--- config.mk ---
export PLATFORM = sky130hd
export DESIGN_NAME = rowstream_arbiter
export DESIGN_NICKNAME = d
export VERILOG_FILES = /design/src/rtl/rowstream_arbiter.sv
export SDC_FILE = /design/constraint.sdc
export NUM_CORES = 2
export LEC_CHECK = 0
export BUFFER_PORTS_ARGS = -buffer_cell sky130_fd_sc_hd__buf_2
export CORE_MARGIN = 1
export CORE_UTILIZATION = 40
export DETAILED_ROUTE_END_ITERATION = 16
export GPL_ROUTABILITY_DRIVEN = 0
export PLACE_DENSITY = 0.66
export SYNTH_ARGS = -nofsm -noshare
export SYNTH_HDL_FRONTEND = slang
export SYNTH_SLANG_ARGS = --single-unit
--- constraint.sdc ---
create_clock -name i_clk -period 6.1 [get_ports i_clk]
set_input_delay 1.22 -clock i_clk [delete_from_list [all_inputs] [get_ports i_clk]]
set_output_delay 1.22 -clock i_clk [all_outputs]
set_load 0.005 [all_outputs]
--- src/rtl/rowstream_arbiter.sv ---
// rowstream_arbiter: round-robin share of one 32-bit AXI-Stream master between Y/Cb/Cr row producers.
// Latency: row written on edge E is granted on E+1; beat 0 valid in the cycle after E+1; one idle cycle between rows.
// Backpressure: output stalls on m_axis_ready low; producers cannot be stalled, full FIFOs drop rows and set o_ovf.
// Optional feature macro: CHAN_TAG_EN (puts granted channel and beat index in m_axis_data[31:28]).
// i_rst asserts asynchronously; its release is expected to be synchronous to i_clk.
module rowstream_arbiter #(
  parameter int FIFO_DEPTH = 4
) (
  input  logic        i_clk,
  input  logic        i_rst,
  input  logic        i_y_valid,
  input  logic [95:0] i_y_data,
  input  logic        i_cb_valid,
  input  logic [95:0] i_cb_data,
  input  logic        i_cr_valid,
  input  logic [95:0] i_cr_data,
  output logic [31:0] m_axis_data,
  output logic        m_axis_valid,
  input  logic        m_axis_ready,
  output logic        m_axis_last,
  output logic [2:0]  o_ovf,
  output logic        o_busy
);

  localparam int PW = $clog2(FIFO_DEPTH);
  localparam int CW = PW + 1;

  typedef enum logic {IDLE, SEND} state_t;

  state_t      state;
  logic [1:0]  gch;
  logic [1:0]  last_ch;
  logic [1:0]  w;
  logic [95:0] row_q;
  logic [2:0]  row_cnt [3];

  logic [2:0]  wr_vld;
  logic [95:0] wr_dat [3];
  logic [95:0] mem [3][FIFO_DEPTH];
  logic [PW-1:0] wr_ptr [3];
  logic [PW-1:0] rd_ptr [3];
  logic [CW-1:0] cnt [3];
  logic [2:0]  push;
  logic [2:0]  pop;
  logic        hs;

  logic [1:0]  c1, c2, sel_ch;
  logic        sel_ok;
  logic [1:0]  ld_ch, ld_w;
  logic [95:0] ld_row;
  logic [31:0] beat_nxt;
  logic        last_nxt;

  assign wr_vld    = {i_cr_valid, i_cb_valid, i_y_valid};
  assign wr_dat[0] = i_y_data;
  assign wr_dat[1] = i_cb_data;
  assign wr_dat[2] = i_cr_data;
  assign hs        = m_axis_valid && m_axis_ready;

  function automatic logic [1:0] next_ch(input logic [1:0] c);
    return (c == 2'd2) ? 2'd0 : c + 2'd1;
  endfunction

  // Accept/pop decisions; a full FIFO refuses a write even if it pops this cycle
  always_comb begin
    push = '0;
    pop  = '0;
    for (int i = 0; i < 3; i++) begin
      push[i] = wr_vld[i] && (cnt[i] < CW'(FIFO_DEPTH));
      pop[i]  = hs && (state == SEND) && (w == 2'd3) && (gch == 2'(i));
    end
  end

  // Row storage (contents need no reset; counts define validity)
  always_ff @(posedge i_clk) begin
    for (int i = 0; i < 3; i++) begin
      if (push[i]) mem[i][wr_ptr[i]] <= wr_dat[i];
    end
  end

  // FIFO pointers, occupancy counts and sticky overflow flags
  always_ff @(posedge i_clk or negedge i_rst) begin
    if (!i_rst) begin
      for (int i = 0; i < 3; i++) begin
        wr_ptr[i] <= '0;
        rd_ptr[i] <= '0;
        cnt[i]    <= '0;
      end
      o_ovf <= '0;
    end else begin
      for (int i = 0; i < 3; i++) begin
        if (push[i]) wr_ptr[i] <= wr_ptr[i] + PW'(1);
        if (pop[i])  rd_ptr[i] <= rd_ptr[i] + PW'(1);
        if (push[i] && !pop[i])      cnt[i] <= cnt[i] + CW'(1);
        else if (!push[i] && pop[i]) cnt[i] <= cnt[i] - CW'(1);
        if (wr_vld[i] && !push[i])   o_ovf[i] <= 1'b1;
      end
    end
  end

  // Round-robin pick, starting after the last granted channel
  always_comb begin
    c1     = next_ch(last_ch);
    c2     = next_ch(c1);
    sel_ok = 1'b1;
    if (cnt[c1] != '0)           sel_ch = c1;
    else if (cnt[c2] != '0)      sel_ch = c2;
    else if (cnt[last_ch] != '0) sel_ch = last_ch;
    else begin
      sel_ch = last_ch;
      sel_ok = 1'b0;
    end
  end

  // Next beat to present: beat 0 of the FIFO head in IDLE, otherwise beat w+1 of the held row
  always_comb begin
    ld_ch  = gch;
    ld_w   = w + 2'd1;
    ld_row = row_q;
    if (state == IDLE) begin
      ld_ch  = sel_ch;
      ld_w   = 2'd0;
      ld_row = mem[sel_ch][rd_ptr[sel_ch]];
    end
    beat_nxt        = '0;
    beat_nxt[23:12] = ld_row[int'(ld_w) * 24 +: 12];
    beat_nxt[11:0]  = ld_row[int'(ld_w) * 24 + 12 +: 12];
`ifdef CHAN_TAG_EN
    beat_nxt[31:30] = ld_ch;
    beat_nxt[29:28] = ld_w;
`endif
    last_nxt = (row_cnt[ld_ch] == 3'd7) && (ld_w == 2'd3);
  end

  // Grant/serialise FSM with registered AXI-Stream outputs
  always_ff @(posedge i_clk or negedge i_rst) begin
    if (!i_rst) begin
      state        <= IDLE;
      gch          <= 2'd0;
      last_ch      <= 2'd2;
      w            <= 2'd0;
      row_q        <= '0;
      m_axis_valid <= 1'b0;
      m_axis_data  <= '0;
      m_axis_last  <= 1'b0;
      for (int i = 0; i < 3; i++) row_cnt[i] <= '0;
    end else begin
      case (state)
        IDLE: begin
          if (sel_ok) begin
            state        <= SEND;
            gch          <= sel_ch;
            last_ch      <= sel_ch;
            w            <= 2'd0;
            row_q        <= ld_row;
            m_axis_valid <= 1'b1;
            m_axis_data  <= beat_nxt;
            m_axis_last  <= last_nxt;
          end
        end
        SEND: begin
          if (hs) begin
            if (w == 2'd3) begin
              state        <= IDLE;
              w            <= 2'd0;
              m_axis_valid <= 1'b0;
              m_axis_data  <= '0;
              m_axis_last  <= 1'b0;
              row_cnt[gch] <= row_cnt[gch] + 3'd1;
            end else begin
              w           <= ld_w;
              m_axis_data <= beat_nxt;
              m_axis_last <= last_nxt;
            end
          end
        end
        default: state <= IDLE;
      endcase
    end
  end

  // Busy while a row is in flight or anything is queued
  always_comb begin
    o_busy = (state != IDLE) || (cnt[0] != '0) || (cnt[1] != '0) || (cnt[2] != '0);
  end

endmodule

# --- Word level (Yosys, flattened, before mapping) ---
# Memory sizes are Yosys's and may differ from the RTL's.
# Index checks and enable logic that the tools add are counted.
word_totals:
  register_bits: 170
  latchBits: 0
  ramBits: 1152
  rom_bits: 0
  input_bits: 294
  out_inout_bits: 38
  wordCells: 200
  mem_count: 1
classes:
  addsub: 17
  mul: 1
  div_mod_pow: 0
  n_lt_le_gt_ge: 17
  eq_ne: 10
  shift: 2
  n_mux: 72
  bitwise_logic: 11
  n_reduce_logical: 46
memory_table:
  columns: ["name", "depth", "word_bits", "rd", "rd_clocked_by_memory_dff", "wr", "line", "rtl"]
  rows:
  - ["mem", 3, 384, 1, 0, 3, "39", "logic [95:0] mem [3][FIFO_DEPTH];"]
op_table:
  columns: ["op", "count"]
  rows:
  - ["two-way mux 384 bit", 3]
  - ["demux 96 bit (select 2 bit)", 3]
  - ["two-way mux 96 bit", 6]
  - ["binary-select mux 96 bit (select 2 bit)", 1]
  - ["indexed part select 96 x 32 -> 12 bit", 1]
  - ["indexed part select 96 x 9 -> 12 bit", 1]
  - ["two-way mux 32 bit", 2]
  - ["one-hot mux 32 bit (2 select lines)", 1]
  - ["two-way mux 3 bit", 17]
  - ["binary-select mux 3 bit (select 2 bit)", 5]
  - [">= comparator 3 bit, second input constant", 10]
  - ["inverter 2 -> 3 bit", 10]
  - ["two-way mux 24 bit", 1]
  - ["logical AND 1 bit", 23]
  - ["two-way mux 2 bit", 11]
  - ["adder 2 x 1 -> 2 bit, second input constant", 9]
  - ["nonzero test 3 bit", 6]
  - ["two-way mux 1 bit", 15]
  - ["adder 3 x 1 -> 3 bit, second input constant", 4]
  - ["< comparator 3 x 1 -> 1 bit, second input constant", 4]
  - ["equality test 2 bit, second input constant", 5]
  - ["bitwise mux 9 bit", 1]
  - ["< comparator 3 bit, second input constant", 3]
  - ["subtractor 3 x 1 -> 3 bit, second input constant", 3]
  - ["17 further kinds", 31]

# --- Logic depth before layout (Yosys ltp) ---
logic_depth:
  ltp_word: 24
  mapped_depth: 12
  depth_no_buf: 10

# --- Least setup slack after synthesis ---
# No wires, ideal clock.
synth_timing:
  path_kind: "input-to-reg"
  start: "input i_y_valid"
  end: "memory mem[0][0] in the netlist's numbering (enable)"
  setup_time_ns: 0.466
  arrival_ns: 3.822
  required_ns: 5.634
  slack_ns: 1.813
  cell_stages: 3
  n_path_buf: 1
  cell_sequence: "nor2b_1 -> clkbuf_1 -> and2_1"
synth_rtl:
  columns: ["item", "line", "rtl"]
  rows:
  - ["from (decl)", "11", "input logic i_y_valid,"]
  - ["to (decl)", "39", null]

# --- Worst setup path after layout ---
layout_timing:
  start: "register cnt[5] in the netlist's numbering"
  end: "register row_q[78]"
layout_via:
  elab_chain_len: 15
  word_cells_on_any_way: 28
  classes_between: "21 x mux; 2 x bitwise; 4 x reduce/logical; 1 x memory"
layout_rtl:
  columns: ["item", "line", "rtl"]
  rows:
  - ["from (decl)", "42", "logic [CW-1:0] cnt [3];"]
  - ["from (signal, indexed assignment)", "94", "if (push[i] && !pop[i]) cnt[i] <= cnt[i] + CW'(1);"]
  - ["from (signal, indexed assignment)", "95", "else if (!push[i] && pop[i]) cnt[i] <= cnt[i] - CW'(1);"]
  - ["binary-select mux 3 bit (select 2 bit)", "107", "else if (cnt[c2] != '0) sel_ch = c2;"]
  - ["two-way mux 3 bit (not written as such) (2 in a row)", "107", null]
  - ["nonzero test 3 bit", "107", null]
  - ["two-way mux 2 bit", "107", null]
  - ["two-way mux 2 bit", "106", "if (cnt[c1] != '0) sel_ch = c1;"]
  - ["inverter 2 -> 3 bit (not written as such)", "123", "ld_row = mem[sel_ch][rd_ptr[sel_ch]];"]
  - ["binary-select mux 2 bit (select 2 bit)", "123", null]
  - ["two-way mux 2 bit (not written as such) (2 in a row)", "123", null]
  - ["inverter 2 -> 3 bit (not written as such)", "123", null]
  - ["binary-select mux 96 bit (select 2 bit)", "123", null]
  - ["two-way mux 96 bit (not written as such) (2 in a row)", "123", null]
  - ["two-way mux 96 bit", "120", "if (state == IDLE) begin"]
  - ["to (signal assigned)", "155", "row_q <= ld_row;"]
  - ["to (decl)", "34", "logic [95:0] row_q;"]
# Parallel ways exist; a longest one is shown, timed or not. The select of a mux whose other input is x is not followed.
# A chain may end at the register's enable or synchronous reset.

==> metrics.yaml <==
min_path:
  holdPathStages: 1
  min_from: "o_ovf[1]"
  hp-class: "reg2reg"
  min_to: "o_ovf[1]"
setup_path:
  path_class: "reg2reg"
  cp-startpoint: "cnt[5]"
  slowest_stage: "nor3_2"
  worstPathCellList: "nor3_2, nor3_1, nor2_4, buf_4, nand3_2, nand2_4, buf_4, mux2_2, a22oi_1, o21ai_0"
  cp_common_cell: "buf_4"
  worstPathArrival_ns: 5.57
  regToRegStartpoint: "cnt[5]"
  critPathMaxStageDelay_ns: 0.70
  crit_path_end_kind: "register"
  rr_worst_depth: 10
  start_kind: "register"
  cp_num_cells: 10
  reg2reg_to: "row_q[78]"
  crit_family: "simple AND/OR/NAND/NOR gates"
  rrSetupSlack_ns: 1.12
  cp_max_fo: 62
  crit_required_ns: 6.69
  path_buf_inv: 2
sta:
  clock_skew_ns: 0.0273
  rsz0062_at_grt: "no"
  tns_ns: 0
  slew_violations: 0
  fin_crit_sh_pct: 81.7
  fmax_mhz: 201
  final-setup-viol-count: 0
  maxSlewHeadroom_pct: 10.8
  layout_setup_ws_ns: 1.12
  hold_viol_final: 0
  period_minus_slack_ns: 4.98
  worstMarginPinSlew_ns: 1.34
clock_tree:
  post-cts-setup-buffers: 0
  ctsResizeCount: 0
  path_clk_slew_ns: 0.06
  clock_latency_ns: 0.78
  clkSinkCount: 1313
  cts_tree: "built"
  cts_buffers: 132
  cts_buffer_depth: 3
  cts-htree-levels: 4
  cts_root_buffer: "clkbuf_16"
  holdBufCountCts: 0
floorplanning:
  die_area_um2: 132000
  core-area_um2: 129000
  ios: 332
  start_util_pct: 40.4
  rows: 132
  die_w_um: 363
  chipHeight_um: 363
logic_synthesis:
  ys_seq_elements: 1313
  yosysWarnings: 0
  syn_inst: 3456
  synth_top_area_share_pct: 66.2
  synth_area_leader_cell: "edfxtp_1"
  postSynth.asyncResetShare_pct: 12.3
  synth_edf_count: 1152
  syn_area_per_cell_um2: 15.1
  synthTopCellsByArea: "edfxtp_1, dfrtp_1, nand2_1"
  ys_seq_area_share_pct: 73.9
  ys.flop_type: "edfxtp_1"
  synth_area_um2: 52300
  yosys.cell_types.count: 67
detailed_routing:
  firstDrtPassIters: 5
  drt-vias-per-instance: 5.67
  drt_wl_total_um: 153000
  drc: 0
  wl_per_cell_um: 27.3
  first_iter_violations: 3360
  vias: 31816
  ant_nets: 0
cells_and_area:
  final_common_cell: "edfxtp_1"
  area.sequential_um2: 38600
  multi_input_area_um2: 12700
  finalNetCount: 4051
  nFillCells: 11150
  mostFrequentLayoutCells: "edfxtp_1, nand2_1, buf_2"
  syn2layout_area_growth_pct: 15.2
  drive_gt1_share_pct: 21.7
pwr:
  ir_drop_v: 0.000631
  p_per_area_nw_per_um2: 544
  p_leak_nw: 21.3
place:
  dp_slack_ns: 1.19
  detailed_place_hpwl_um: 95700
  port_buffers: 323
grt:
  grt_pass1_vias: 30890
  grt_use_total_pct: 22.9
  grt_max_degree: 174
  grt_overflow: 0
  antenna_found_initial: 81
  grt_pass1_wl_um: 217000
run_status:
  status: "finished, final reports clean"
run:
  drv_cap: 0
==> synthesized netlist by cell type, drive strengths merged (16+ instances only) <==
cell,n
mux4,24
inv,16
o22ai,45
a21o,23
buf,120
dfrtp,160
a211o,24
nand2,545
edfxtp,1152
ha,17
mux2,149
o21ai,98
a21oi,124
o211ai,48
nor2,106
nand3,135
mux2i,140
a31oi,125
a22oi,108
a221oi,16
nand4,16
clkbuf,112
==> stage by stage <==
| step | hold WS [ns] | cell area (um2) | utilization (%) | power [mW] | cells |
|---|---|---|---|---|---|
| global route | 0.481 | 60200 | 46.5 | 34.2 | 5603 |
| global placement | 0.449 | 55700 | 43.0 | 24.3 | 5345 |
| detailed placement | 0.447 | 55700 | 43.0 | 24.5 | 5345 |
| CTS | 0.464 | 60200 | 46.5 | 32.8 | 5589 |
| finish | 0.460 | 60200 | 46.5 | 32.8 | 5613 |
| floorplan | 0.441 | 52300 | - | 20.5 | 3463 |
==> how the worst max path moves through the flow <==
stage,endpoint
after floorplan,mem[0][0]
after global routing,row_q[28]
after CTS,row_q[30]
after global placement,row_q[43]
final,row_q[78]
after detailed placement,row_q[28]
==> registers in the layout, summed over array words and instances (netlist names), named ones only <==
name / flops
o_ovf: 3
state: 1
last_ch: 1
mem: 1152
rd_ptr: 6
gch: 1
row_cnt: 9
row_q: 96
cnt: 9
m_axis_valid: 1
m_axis_data: 24
m_axis_last: 1
wr_ptr: 6
w: 2
==> kinds of logic (layout without fill, tap and decap cells) <==
logic type,Yosys count,after routing,share of synthesized area (%)
muxes,313,313,7.01
xor gates and xnor gates,19,19,0.318
other,1,32,0.00718
DFF,1313,1313,73.9
AOI/OAI and AO/OA,687,687,9.11
adders and majority gates,20,20,0.522
buffers and inverters,248,632,2.17
and+or+nand+nor,855,855,6.95
==> cell type report <==
cell class	instances	share of cell area (%)
diodes	24	0.0997
clock buffers	172	5.90
clock inverters	72	1.54
inverters	16	0.0997
multi-input cells	1902	21.0
flip-flops and latches	1313	64.1
well taps	1742	3.62
repair buffers	372	3.56
==> report_power, final <==
part	switching (mW)	internal (mW)	total [mW]
Combinational	7.82	4.16	12.0
Clock	3.53	4.86	8.39
Sequential	0.977	11.4	12.4
==> worst reg2reg max path, delay by kind of cell (launching register included) <==
kind	cells	cell delay, ns
AO/OA/AOI/OAI	2	0.27
multiplexers	1	0.43
AND/OR/NAND/NOR	5	2.35
buffers and inverters	2	1.31
flip-flops	1	0.45
==> routing by layer <==
metal  share of wire, %  global-route usage, %
met2                 47                   35.9
met5               0.24                      0
met3                9.6                   6.37
met1                 40                   30.3
met4                3.3                   8.56
No activity file was read; power rests on OpenSTA's default activity.
